--- src/rtl/ami_rd_arb.sv ---
// ami_rd_arb
//   Round-robin arbiter that shares one AMI user read port (AR/R) among NCL read clients.
//   The granted client index is carried in the top CIW bits of usr_arid. R beats are
//   steered back to the owner by decoding those bits. Each client is limited to MAX_OS
//   outstanding bursts.
// Ports
//   usr_clk, usr_reset_n        clock, synchronous active-low reset
//   cl_ar*  (in), cl_arready    per-client read address channels (flattened, client c at slice c)
//   cl_r*   (out), cl_rready    shared R payload, per-client rvalid/rready
//   usr_ar* (out), usr_arready  AR channel toward the AMI port (registered slot)
//   usr_r*  (in),  usr_rready   R channel from the AMI port
//   err_bad_rid, err_os_uf      sticky error flags
module ami_rd_arb #(
  parameter int NCL    = 4,
  parameter int AXI_DW = 128,
  parameter int AXI_AW = 32,
  parameter int AXI_IW = 8,
  parameter int AXI_LW = 8,
  parameter int AXI_SW = 3,
  parameter int MAX_OS = 4,
  localparam int CIW   = $clog2(NCL),
  localparam int CW    = AXI_IW - CIW
) (
  input  logic                  usr_clk,
  input  logic                  usr_reset_n,
  input  logic [NCL*CW-1:0]     cl_arid,
  input  logic [NCL*AXI_AW-1:0] cl_araddr,
  input  logic [NCL*AXI_LW-1:0] cl_arlen,
  input  logic [NCL*AXI_SW-1:0] cl_arsize,
  input  logic [NCL*2-1:0]      cl_arburst,
  input  logic [NCL-1:0]        cl_arvalid,
  output logic [NCL-1:0]        cl_arready,
  output logic [CW-1:0]         cl_rid,
  output logic [AXI_DW-1:0]     cl_rdata,
  output logic [1:0]            cl_rresp,
  output logic                  cl_rlast,
  output logic [NCL-1:0]        cl_rvalid,
  input  logic [NCL-1:0]        cl_rready,
  output logic [AXI_IW-1:0]     usr_arid,
  output logic [AXI_AW-1:0]     usr_araddr,
  output logic [AXI_LW-1:0]     usr_arlen,
  output logic [AXI_SW-1:0]     usr_arsize,
  output logic [1:0]            usr_arburst,
  output logic                  usr_arvalid,
  input  logic                  usr_arready,
  input  logic [AXI_IW-1:0]     usr_rid,
  input  logic [AXI_DW-1:0]     usr_rdata,
  input  logic [1:0]            usr_rresp,
  input  logic                  usr_rlast,
  input  logic                  usr_rvalid,
  output logic                  usr_rready,
  output logic                  err_bad_rid,
  output logic                  err_os_uf
);

  logic             slot_free_s;
  logic [NCL-1:0]   elig_s;
  logic             gnt_vld_s;
  logic [CIW-1:0]   gnt_idx_s;
  logic [CIW-1:0]   rr_ptr_r;
  logic [3:0]       os_cnt_r [NCL];
  logic [NCL-1:0]   os_dec_s;
  logic [CIW-1:0]   r_idx_s;
  logic             r_bad_s;
  logic             r_last_fire_s;
  int               cand_s;

  // The AR slot can take a new request when empty or being accepted this cycle.
  assign slot_free_s = !usr_arvalid || usr_arready;

  // R-side decode: client index lives in the top CIW id bits; indices >= NCL are unroutable.
  assign r_idx_s       = usr_rid[AXI_IW-1 -: CIW];
  assign r_bad_s       = ({1'b0, r_idx_s} >= (CIW+1)'(NCL));
  assign r_last_fire_s = usr_rvalid && usr_rready && usr_rlast;

  // Shared R payload is broadcast; only rvalid/rready are per client.
  assign cl_rid   = usr_rid[CW-1:0];
  assign cl_rdata = usr_rdata;
  assign cl_rresp = usr_rresp;
  assign cl_rlast = usr_rlast;

  // Eligibility: requesting and below the outstanding-burst limit (full clients are skipped).
  always_comb begin
    elig_s = '0;
    for (int c = 0; c < NCL; c++) begin
      elig_s[c] = cl_arvalid[c] && (os_cnt_r[c] < 4'(MAX_OS));
    end
  end

  // Round-robin pick starting one past the last winner; no pick while the slot is stalled.
  always_comb begin
    gnt_vld_s = 1'b0;
    gnt_idx_s = '0;
    cand_s    = 0;
    if (slot_free_s) begin
      for (int i = 1; i <= NCL; i++) begin
        cand_s = (int'(rr_ptr_r) + i) % NCL;
        if (!gnt_vld_s && elig_s[cand_s]) begin
          gnt_vld_s = 1'b1;
          gnt_idx_s = CIW'(cand_s);
        end else begin
          gnt_vld_s = gnt_vld_s;
        end
      end
    end else begin
      gnt_vld_s = 1'b0;
    end
  end

  // One-hot ready toward the winning client.
  always_comb begin
    cl_arready = '0;
    for (int c = 0; c < NCL; c++) begin
      cl_arready[c] = gnt_vld_s && (gnt_idx_s == CIW'(c));
    end
  end

  // R steering; an unroutable id matches no client, so it is accepted and dropped.
  always_comb begin
    cl_rvalid  = '0;
    usr_rready = 1'b1;
    os_dec_s   = '0;
    for (int c = 0; c < NCL; c++) begin
      if (r_idx_s == CIW'(c)) begin
        cl_rvalid[c] = usr_rvalid;
        usr_rready   = cl_rready[c];
        os_dec_s[c]  = r_last_fire_s && !r_bad_s;
      end else begin
        cl_rvalid[c] = 1'b0;
      end
    end
  end

  // AR slot, round-robin pointer, outstanding counters and sticky error flags.
  always_ff @(posedge usr_clk) begin
    if (!usr_reset_n) begin
      usr_arid    <= '0;
      usr_araddr  <= '0;
      usr_arlen   <= '0;
      usr_arsize  <= '0;
      usr_arburst <= '0;
      usr_arvalid <= 1'b0;
      rr_ptr_r    <= CIW'(NCL-1);
      err_bad_rid <= 1'b0;
      err_os_uf   <= 1'b0;
      for (int c = 0; c < NCL; c++) begin
        os_cnt_r[c] <= 4'd0;
      end
    end else begin
      if (slot_free_s) begin
        if (gnt_vld_s) begin
          usr_arid    <= {gnt_idx_s, cl_arid[gnt_idx_s*CW +: CW]};
          usr_araddr  <= cl_araddr[gnt_idx_s*AXI_AW +: AXI_AW];
          usr_arlen   <= cl_arlen[gnt_idx_s*AXI_LW +: AXI_LW];
          usr_arsize  <= cl_arsize[gnt_idx_s*AXI_SW +: AXI_SW];
          usr_arburst <= cl_arburst[gnt_idx_s*2 +: 2];
          usr_arvalid <= 1'b1;
          rr_ptr_r    <= gnt_idx_s;
        end else begin
          usr_arvalid <= 1'b0;
        end
      end
      if (usr_rvalid && r_bad_s) begin
        err_bad_rid <= 1'b1;
      end
      // Grant and last for the same client in one cycle cancel out.
      for (int c = 0; c < NCL; c++) begin
        if (cl_arready[c] && !os_dec_s[c]) begin
          os_cnt_r[c] <= os_cnt_r[c] + 4'd1;
        end else if (os_dec_s[c] && !cl_arready[c]) begin
          if (os_cnt_r[c] == 4'd0) begin
            err_os_uf <= 1'b1;
          end else begin
            os_cnt_r[c] <= os_cnt_r[c] - 4'd1;
          end
        end
      end
    end
  end

endmodule

--- config.mk ---
export PLATFORM = sky130hd
export DESIGN_NAME = ami_rd_arb
export DESIGN_NICKNAME = d
export VERILOG_FILES = /design/src/rtl/ami_rd_arb.sv
export SDC_FILE = /design/constraint.sdc
export NUM_CORES = 1
export LEC_CHECK = 0
export CAP_MARGIN = 20
export CORE_AREA = 2 2 217 219
export CTS_CLUSTER_DIAMETER = 60
export CTS_CLUSTER_SIZE = 14
export DETAILED_ROUTE_END_ITERATION = 16
export DIE_AREA = 0 0 219 221
export DONT_BUFFER_PORTS = 1
export SYNTH_ARGS = -nofsm -noshare
export SYNTH_HDL_FRONTEND = slang
export SYNTH_SLANG_ARGS = --single-unit
--- constraint.sdc ---
create_clock -name usr_clk -period 8.6 [get_ports usr_clk]
set_input_delay 1.72 -clock usr_clk [delete_from_list [all_inputs] [get_ports usr_clk]]
set_output_delay 1.72 -clock usr_clk [all_outputs]
set_load 0.02 [all_outputs]
# After elaboration in Yosys (flattened, before gate mapping)
# Memories as Yosys holds them, arrays and structs flattened.
# Index checks and enable logic that the tools add are counted.
# word_totals
mem_count	1
output_inout_bits	202
inputBits	355
reg_bits	57
ramBits	16
# memory_table
name	depth	width	rd	rd_clocked_by_memory_dff	write_ports	line	rtl
os_cnt_r	4	4	4	0	4	61	logic [3:0] os_cnt_r [NCL];
# classes
n_eq_ne	6
mul	2
n_lt_le_gt_ge	8
bitwise_logic	12
add_sub_neg	12
shift	5
n_mux	91
n_reduce_logical	45
# ops
cell	n
128-bit by 8-bit indexed part select with 32-bit output	1
1-bit 2-to-1 mux	74
4-bit 2-to-1 mux	8
32-bit by 6-bit indexed part select with 8-bit output	1
24-bit by 6-bit indexed part select with 6-bit output	1
1-bit logical AND	21
4-bit by 1-bit adder with 4-bit output, second input constant	4
4-bit logical NOT	4
3-bit by 4-bit < comparator with 1-bit output, second input constant	4
4-bit by 3-bit < comparator with 1-bit output, second input constant	4
4-bit by 1-bit subtractor with 4-bit output, second input constant	4
1-bit logical NOT	12
12-bit by 5-bit indexed part select with 3-bit output	1
2-bit 2-to-1 mux	5
1-bit binary-select mux with 2-bit select	4
2-bit equality test, second input constant	4
2-bit by 2-bit multiplier with 4-bit output, second input constant	2
1-bit OR	8
2-bit OR reduction	4
8-bit by 4-bit indexed part select with 2-bit output	1
2-bit by 1-bit adder with 2-bit output, second input constant	2
2-bit adder, second input constant	2
1-bit bitwise AND, first input constant	4
2-bit by 1-bit equality test with 1-bit output, second input constant	2
other kinds (3)	4

# Logic depth before layout (Yosys ltp)
# Gate-level depths: netlist of run 1.
# depth
ltp_word	35
mapped_depth	16

# Worst setup path before layout of run 1
# Ideal clock, no wire load.
# synth_path
path_kind	input-to-output
from	input cl_arvalid[0]
to	output cl_arready[1]
setup_slack_ps	3625
arrival_ps	3255
path_stages	6
path_cell_list	or3b_1 clkbuf_2 or3_4 a211oi_4 a211oi_4 nor2_1
# synth_via
elab_chain_cells	20
elab_cells_between_ends	34
cone_classes	eq/ne: 1; mux: 25; reduce/logical: 8
# synth_rtl
element	line	rtl
from (decl)	31	input logic [NCL-1:0] cl_arvalid,
1-bit logical AND (*)	86	elig_s[c] = cl_arvalid[c] && (os_cnt_r[c] < 4'(MAX_OS));
1-bit binary-select mux with 2-bit select	98	if (!gnt_vld_s && elig_s[cand_s]) begin
1-bit 2-to-1 mux (not written as such) (2 in a row)	98	
1-bit 2-to-1 mux	98	
1-bit 2-to-1 mux	95	if (slot_free_s) begin
1-bit logical NOT	98	
1-bit logical AND	98	
1-bit 2-to-1 mux	98	
[3 not listed]	--	
1-bit 2-to-1 mux	98	
1-bit 2-to-1 mux	95	
1-bit logical NOT	98	
1-bit logical AND	98	
2-bit 2-to-1 mux	98	
2-bit 2-to-1 mux	95	
2-bit by 1-bit equality test with 1-bit output	114	cl_arready[c] = gnt_vld_s && (gnt_idx_s == CIW'(c));
1-bit logical AND (*)	114	
to (decl)	32	output logic [NCL-1:0] cl_arready,
# Mark *: on every way between the ends. The rest lies on a longest branch, timed or not. The select of a mux whose other input is x is not followed.

# Final worst setup path of run 1
# layout_path
from	input cl_arvalid[0]
to	output cl_arready[2]
# layout_via
elab_chain_cells	20
elab_cells_between_ends	34
cone_classes	eq/ne: 1; mux: 25; reduce/logical: 8
# layout_rtl
element	line
1-bit logical AND (*)	86
1-bit binary-select mux with 2-bit select	98
1-bit 2-to-1 mux (not written as such) (2 in a row)	98
1-bit 2-to-1 mux	98
1-bit 2-to-1 mux	95
1-bit logical NOT	98
1-bit logical AND	98
1-bit 2-to-1 mux	98
[3 not listed]	--
1-bit 2-to-1 mux	98
1-bit 2-to-1 mux	95
1-bit logical NOT	98
1-bit logical AND	98
2-bit 2-to-1 mux	98
2-bit 2-to-1 mux	95
2-bit equality test	114
1-bit logical AND (*)	114
# Marks and branches as above.

==> results of run 1 <==
==> through the flow <==
step | setup WS [ns] | power [mW] | hold slack, ns
global route | 2.52 | 2.38 | 0.622
detailed placement | 2.62 | 1.77 | 0.578
floorplan | 3.62 | 1.68 | 0.522
global placement | 2.74 | 1.73 | 0.557
CTS | 2.70 | 2.25 | 0.588
finish | 2.76 | 2.21 | 0.580
==> critical path, stage by stage <==
cell      delay [ns]
nor3b_1         0.40
o211ai_2        0.13
a311oi_1        0.53
a211o_2         0.59
buf_4           0.51
nor2_1          0.24
==> cell usage in the layout, fill, tap and decap left out, types with 3 or more instances in the layout <==
cell and instances:
fa_1 3, and3_1 6, dfxtp_1 57, mux2i_1 105, ha_1 8, xnor2_1 5
a21o_1 5, a32o_1 51, nand3_1 14, nor3_1 7, or3b_1 3, inv_1 14
clkbuf_16 9, nor3b_1 7, nor2b_1 6, nand2_1 116, bufinv_16 3, buf_4 7
a21oi_1 6, edfxtp_1 16, nor2_1 11
==> sequential cells by signal, indices dropped and copies added (netlist names), 2 cells and up <==
name         cells
usr_arlen        8
usr_arsize       3
rr_ptr_r         2
usr_arid         8
usr_araddr      32
os_cnt_r        16
usr_arburst      2
==> final timing paths <==
| kind | end | depth (start not counted) | slack [ns] |
|---|---|---|---|
| worst min-delay path | usr_arid[6]$_SDFFE_PN0P_ | 2 | 0.58 |
| worst max-delay path | cl_arready[2] | 6 | 2.76 |
| worst min register to register | usr_arid[6]$_SDFFE_PN0P_ | 2 | 0.58 |
| worst max register to register | os_cnt_r[2][3]$_SDFFCE_PN0P_ | 14 | 3.94 |
==> area by class of cell <==
cell class                 instances  area share (%)
clock buffer                       9            3.84
clock inverter                     7            2.03
inverter                          15           0.961
multi-input combinational        400            51.6
sequential                        73            27.7
tap                              607            13.0
timing repair buffer               7           0.897
==> power groups by stage <==
stage | sequential (mW) | clock (mW) | combinational, mW
after detailed placement | 0.755 | 0 | 1.02
final | 0.744 | 0.463 | 0.999
after global placement | 0.750 | 0 | 0.983
after floorplan | 0.705 | 0 | 0.975
after CTS | 0.747 | 0.488 | 1.02
after global routing | 0.760 | 0.497 | 1.12
==> per-layer routing <==
metal	track usage (%)	share of wire, %	vias up
met5	0	0	-
met4	5.21	5.3	0
met3	3.74	10	68
met2	13.1	49	302
met1	7.55	35	2034
li1	-	-	1895
==> cell families (layout without fill, tap and decap cells) <==
logic type / Yosys count / in the layout / synth area share (%)
buffers and inverters: 194 / 38 / 22.6
XOR/XNOR: 7 / 7 / 1.03
adder cells (fa/ha/maj): 11 / 11 / 2.68
multiplexers: 106 / 106 / 18.0
other: 1 / 1 / 0.0627
flip-flops: 73 / 73 / 27.1
AND/OR/NAND/NOR: 194 / 194 / 15.5
AO/OA/AOI/OAI: 81 / 81 / 13.0
==> flow_summary.toml, run 1 <==
[pwr]
p_seq_share_pct = 33.7
ir_drop_mv = 0.183
p_int_mw = 1.19
powerDensity_nw_per_um2 = 376
combPwrFrac_pct = 45.3
power_switching_mw = 1.02
power_frac_clock_pct = 21.0
switching_share_pct = 46.1
p_leak_nw = 2.13

[logic_synthesis]
yosysMostFrequentCell = "buf_4"
ys_ff_latch = 73
synth_ff_type = "dfxtp_1"
ys_seq_area_share_pct = 27.1
async_flop_share_pct = 0
syn_inst = 667
synth_top_area_share_pct = 19.1
yosys-top-cells-area = "dfxtp_1, buf_4, mux2i_1, a32o_1, edfxtp_1"
avgSynthCellArea_sq_um = 8.96
synth_cell_types = 57
netlist_area_sq_um = 5980
yosysTopAreaCell = "dfxtp_1"
yosys_warnings = 0
syn_nets = 1033
netlist_top_cells_count = "buf_4, nand2_1, mux2i_1"
synth_edf_count = 16

[cts]
cts_hold_buffers = 0
cts_tree = "yes"
cts.path.max_buffers = 2
cts_made_buffers = 9
cts_root_buf = "clkbuf_16"
worstSkewPairLatency_ns = 0.37
clk_pin_slew_ns = 0.06
cts_max_level = 3
post_cts_resized = 0
clkSinkCount = 73
post_cts_buffers = 0

[place]
routabilityCongestion = 0.851
dp_hpwl_um = 15200
port_buffers = 0
place_area_sq_um = 5520
dp_cells = 1102

[finish]
area_growth_pct = -2.01
stdcell_area_sq_um = 5860
layout.nets = 872
nFillCells = 5337
num_antenna_cells = 0
fin_cells = 1118
seqCellArea_sq_um = 1620
drive_above_1_share_pct = 7.83
multi_input_comb_area_sq_um = 3030
utilization_pct = 12.7

[worst_setup_path]
cp-end-kind = "output pin"
timing.rr.start = "os_cnt_r[0][3]$_SDFFCE_PN0P_"
crit_required_ns = 6.88
critPathLaunch = "cl_arvalid[0]"
crit_type = "in2out"
crit_path_start_kind = "input port"
crit_arrival_ns = 4.12
cp_max_fo = 36

[drt]
routedWlPerCell_um = 17.3
vias = 4299
totalWireLength_um = 19300
viasPerCell = 3.85
ant_nets = 0
drc_errors = 0
drt-initial-drc-count = 212
drt_pass1_iterations = 5

[floorplan]
pin_count = 557
num_rows = 79
start_util_pct = 13.0
die_w_um = 219
die_area_sq_um = 48400
core_sq_um = 46100
die_y_um = 221

[global_routing]
grt_max_degree = 63
antenna_found_initial = 0
grt_pass1_vias = 4388
grt_usage_pct = 7.80
overflow = 0
grt_pass1_wl_um = 27200

[timing]
hold_viol = 0
worst_pin_slew_ns = 1.07
fmax_ghz = 0.171
setup_viol = 0
fin_worst_skew_ns = 0.00815
relSlewSlack_pct = 28.5
setup_tns_ns = 0
slew_violations = 0
rsz0062_at_grt = "no"
min_period_ns = 5.84
timing.final.crit_share_pct = 67.9

[status]
status = "completed"

[job]
max_cap_violations = 0

[hold_path]
min_path_type = "reg2reg"
min_from = "usr_arid[6]$_SDFFE_PN0P_"
(Power assumes the default switching activity.)
==> inputs of run 2 (changes only) <==
clock period = 4.95 ns   (was 8.6 ns; I/O delays follow)
==> run 2 against run 1 <==
Sequential share of layout area hardly changed. Highest routed layer unchanged. Count of clock-buffer cells in the layout up 3. Critical endpoint is now cl_arready[3]. Largest power group unchanged. Worst hold slack worse by 0.0089 ns.
==> flow_summary.toml, run 2 (synthesized netlist as in run 1, its figures left out) <==
[place]
port_buffers = 0
dp_hpwl_um = 15000
routabilityCongestion = 0.877
place_area_sq_um = 5530
pre_cts_slack_ns = 0.694

[drt]
drt-initial-drc-count = 217
vias = 4305
routedWlPerCell_um = 17.2
drt_pass1_iterations = 4
drc_errors = 0
viasPerCell = 3.84
ant_nets = 0
totalWireLength_um = 19200

[cts]
cts_hold_buffers = 0
post_cts_buffers = 0
clkSinkCount = 73
worstSkewPairLatency_ns = 0.37
post_cts_resized = 0
cts.path.max_buffers = 2
cts_made_buffers = 9
cts_tree = "yes"
cts_max_level = 3
cts_root_buf = "clkbuf_16"
clk_pin_slew_ns = 0.06

[global_routing]
grt_usage_pct = 7.90
antenna_found_initial = 0
overflow = 0
grt_pass1_wl_um = 27500
grt_pass1_vias = 4448
grt_max_degree = 58

[floorplan]
start_util_pct = 13.0
die_y_um = 221
num_rows = 79
pin_count = 557
core_sq_um = 46100
die_w_um = 219
die_area_sq_um = 48400

[timing]
fin_worst_skew_ns = 0.0116
rsz0062_at_grt = "no"
setup_slack_ns = 1.01
setup_viol = 0
min_period_ns = 3.94
fmax_ghz = 0.254
slew_violations = 0
hold_viol = 0
worst_pin_slew_ns = 0.763
relSlewSlack_pct = 49.2
setup_tns_ns = 0
timing.final.crit_share_pct = 79.7

[finish]
top_register = "usr_araddr"
mostFrequentLayoutCells = "nand2_1, mux2i_1, dfxtp_1"
stdcell_area_sq_um = 5860
num_antenna_cells = 0
largest_reg_flops = 32
layout.nets = 874
layout_commonest_cell = "nand2_1"
area_growth_pct = -2.07
drive_above_1_share_pct = 8.38
reg_top3 = "usr_araddr x32, os_cnt_r x16"

[pwr]
p_seq_share_pct = 34.2
combPwrFrac_pct = 46.0
p_leak_nw = 2.14
powerDensity_nw_per_um2 = 646
power_frac_clock_pct = 19.8
power_switching_mw = 1.75
ir_drop_mv = 0.552
switching_share_pct = 46.4
p_int_mw = 2.03

[status]
status = "completed"

[worst_setup_path]
cp-end-kind = "output pin"
crit_type = "in2out"
crit_required_ns = 3.96
crit_arrival_ns = 2.95
crit_path_start_kind = "input port"
cp_max_fo = 56

[job]
max_cap_violations = 0

[hold_path]
min_path_type = "reg2reg"
run 2: power by group through the flow:
stage	combinational, mW	clock (mW)	sequential, mW
floorplan	1.69	0	1.22
global placement	1.72	0	1.30
detailed placement	1.78	0	1.31
CTS	1.78	0.797	1.30
global route	1.95	0.813	1.32
finish	1.74	0.748	1.29
run 2: path summary, 6_finish.rpt:
check / slack [ns] / start / cells past startpoint / endpoint
worst max register to register: 1.21 / os_cnt_r[0][3]$_SDFFCE_PN0P_ / 14 / os_cnt_r[1][3]$_SDFFCE_PN0P_
worst min register to register: 0.57 / usr_arid[6]$_SDFFE_PN0P_ / 2 / usr_arid[6]$_SDFFE_PN0P_
worst min-delay path: 0.57 / usr_arid[6]$_SDFFE_PN0P_ / 2 / usr_arid[6]$_SDFFE_PN0P_
worst max-delay path: 1.01 / cl_arvalid[0] / 6 / cl_arready[3]
run 2: area by class of cell:
cell class / instances / area, sq um
Fill cell: 5286 / 40200
Tap cell: 607 / 759
Inverter: 15 / 56.3
Timing Repair Buffer: 9 / 67.6
Clock inverter: 4 / 47.5
Multi-Input combinational cell: 400 / 3030
Clock buffer: 12 / 278
Sequential cell: 73 / 1620
run 2: per-stage QoR:
step / hold WS, ns / cells / utilization [%] / total power, mW
finish: 0.571 / 1120 / 12.7 / 3.78
floorplan: 0.522 / 667 / - / 2.92
global route: 0.604 / 1120 / 12.7 / 4.08
detailed placement: 0.567 / 1104 / 12.0 / 3.09
global placement: 0.555 / 1104 / 12.0 / 3.02
CTS: 0.576 / 1120 / 12.7 / 3.87
run 2: metal layers:
| metal | vias up | share of wire, % | wire length (um) | track usage (%) |
|---|---|---|---|---|
| met5 | - | 0 | 0 | 0 |
| met4 | 0 | 5.3 | 1020 | 5.62 |
| met1 | 2043 | 36 | 6970 | 7.88 |
| li1 | 1902 | - | - | - |
| met3 | 66 | 10 | 1950 | 3.53 |
| met2 | 294 | 48 | 9290 | 13.0 |
run 2: critical path: stages:
cell and delay (ns):
or3b_1 0.43, or3_4 0.37, a211oi_4 0.27, a211o_2 0.15, buf_4 0.51, nor2_2 0.22
==> inputs of run 3 (changes only) <==
clock period = 3.59 ns   (was 4.95 ns; I/O delays follow)
==> run 3 against run 2 <==
Sequential share of layout area fell by 0.61 points. Highest routed layer is now met5. Global-route usage about the same. Routed wire length hardly changed. Via count increased by 0.77%. Flip-flop and latch count is the same. Core utilization increased by 0.29 points. Register-to-register slack lost 1.0 ns. Count of clock-buffer cells in the layout decreased by 3. Sequential power up 39%. Worst hold slack worse by 0.14 ns. First-iteration DRC count down 11%.
==> flow_summary.toml, run 3 (synthesized netlist as in run 1, its figures left out) <==
[status]
status = "completed"

[timing]
slew_violations = 0
rsz0062_at_grt = "no"
fmax_ghz = 0.293
hold_viol = 0
setup_viol = 0
relSlewSlack_pct = 55.7
timing.final.crit_share_pct = 95.1
fin_worst_skew_ns = 0.0133
worst_pin_slew_ns = 0.664
holdWs_ns = 0.429
min_period_ns = 3.41
setup_tns_ns = 0

[global_routing]
grt_pass1_wl_um = 27700
overflow = 0
grt_usage_pct = 7.89
grt_pass1_vias = 4495
grt_max_degree = 63
antenna_found_initial = 2

[pwr]
p_int_mw = 2.81
powerDensity_nw_per_um2 = 881
power_switching_mw = 2.47
switching_share_pct = 46.8
combPwrFrac_pct = 48.2
p_total_mw = 5.28
power_frac_clock_pct = 18.0
p_leak_nw = 2.19
p_seq_share_pct = 33.9
ir_drop_mv = 0.635

[place]
routabilityCongestion = 0.834
dp_hpwl_um = 15200
port_buffers = 0
place_area_sq_um = 5660

[finish]
num_antenna_cells = 0
stdcell_area_sq_um = 5990
top_register = "usr_araddr"
reg_top3 = "usr_araddr x32, os_cnt_r x16"
layout_commonest_cell = "nand2_1"
drive_above_1_share_pct = 11.9
largest_reg_flops = 32
area_growth_pct = 0.146
layout.nets = 882
mostFrequentLayoutCells = "nand2_1, mux2i_1, dfxtp_1"
utilization_pct = 13.0

[drt]
ant_nets = 0
viasPerCell = 3.85
routedWlPerCell_um = 17.1
drt_pass1_iterations = 4
vias = 4338
totalWireLength_um = 19200
drt-initial-drc-count = 193
drc_errors = 0

[cts]
clkSinkCount = 73
cts_root_buf = "clkbuf_16"
cts_made_buffers = 9
cts_hold_buffers = 0
cts.path.max_buffers = 2
worstSkewPairLatency_ns = 0.37
clk_pin_slew_ns = 0.07
cts_tree = "yes"
cts_max_level = 3

[floorplan]
die_area_sq_um = 48400
die_w_um = 219
die_y_um = 221
pin_count = 557
core_sq_um = 46100
start_util_pct = 13.0
num_rows = 79

[worst_setup_path]
crit_arrival_ns = 3.55
crit_type = "reg2reg"
crit_path_start_kind = "flop"
timing.rr.start = "os_cnt_r[1][2]$_SDFFCE_PN0P_"
r2r_end = "os_cnt_r[0][3]$_SDFFCE_PN0P_"
crit_end = "os_cnt_r[0][3]$_SDFFCE_PN0P_"
crit_required_ns = 3.72
r2r_slack_ns = 0.18
cp_max_fo = 5
critPathLaunch = "os_cnt_r[1][2]$_SDFFCE_PN0P_"
cp-end-kind = "flop"
rr_worst_depth = 12

[job]
max_cap_violations = 0

[hold_path]
min_path_type = "in2reg"
run 3: cell types whose count changed in the layout (fill, tap and decap cells not counted), sizes merged:
cell and delta:
inv +1, clkinv +2, clkbuf -2, buf +7
run 3: worst min-delay path by stage:
stage,start,endpoint,slack [ns],cells after the start
2_1_floorplan,rr_ptr_r[1]$_SDFFE_PN1P_,rr_ptr_r[1]$_SDFFE_PN1P_,0.54,2
3_3_place_gp,usr_arid[6]$_SDFFE_PN0P_,usr_arid[6]$_SDFFE_PN0P_,0.56,2
3_5_place_dp,usr_arid[6]$_SDFFE_PN0P_,usr_arid[6]$_SDFFE_PN0P_,0.57,2
4_1_cts,usr_reset_n,rr_ptr_r[1]$_SDFFE_PN1P_,0.38,1
5_1_grt,usr_reset_n,rr_ptr_r[1]$_SDFFE_PN1P_,0.39,1
6_report,usr_reset_n,rr_ptr_r[1]$_SDFFE_PN1P_,0.43,1
run 3: per-layer routing:
metal,global-route usage [%],vias up,routed length [um]
met5,0,-,26
met4,5.86,4,1150
met3,4.15,66,2140
met1,7.42,2059,6510
li1,-,1914,-
met2,13.0,295,9430
run 3: timing repair:
action                                  CTS  global route
gates resized for setup                   2             6
setup buffers                             0             0
endpoints found under the setup margin    2             3
pin swaps                                 0             0
run 3: area by class of cell:
cell class	instances	area (sq um)
Fill cell	5319	40100
Multi-Input combinational cell	400	3100
Timing Repair Buffer	17	159
Tap cell	607	759
Clock inverter	7	68.8
Sequential cell	73	1620
Inverter	15	56.3
Clock buffer	9	225
run 3: critical path: stages (launching register included):
cell and delay (ns):
edfxtp_1 0.50, or3b_4 0.48, and3_1 0.17, a311oi_2 0.32, a211oi_4 0.16, o31ai_4 0.30
inv_1 0.11, ha_1 0.29, a21o_1 0.17, a21oi_1 0.17, xor2_1 0.23, nor3_1 0.09
a21o_1 0.18
run 3: per-stage QoR:
| step | instances | setup slack [ns] |
|---|---|---|
| final | 1128 | 0.176 |
| after global routing | 1128 | 0.0249 |
| after CTS | 1128 | 0.0425 |
| after detailed placement | 1112 | -0.0113 |
| after global placement | 1112 | 0.0456 |
| after floorplan | 667 | -0.0160 |
run 3: power by group through the flow:
stage / logic, mW / clock network (mW) / registers (mW)
2_1_floorplan: 2.38 / 0 / 1.69
3_3_place_gp: 2.47 / 0 / 1.80
3_5_place_dp: 2.54 / 0 / 1.81
4_1_cts: 2.55 / 1.02 / 1.79
5_1_grt: 2.81 / 1.04 / 1.83
6_report: 2.54 / 0.948 / 1.79
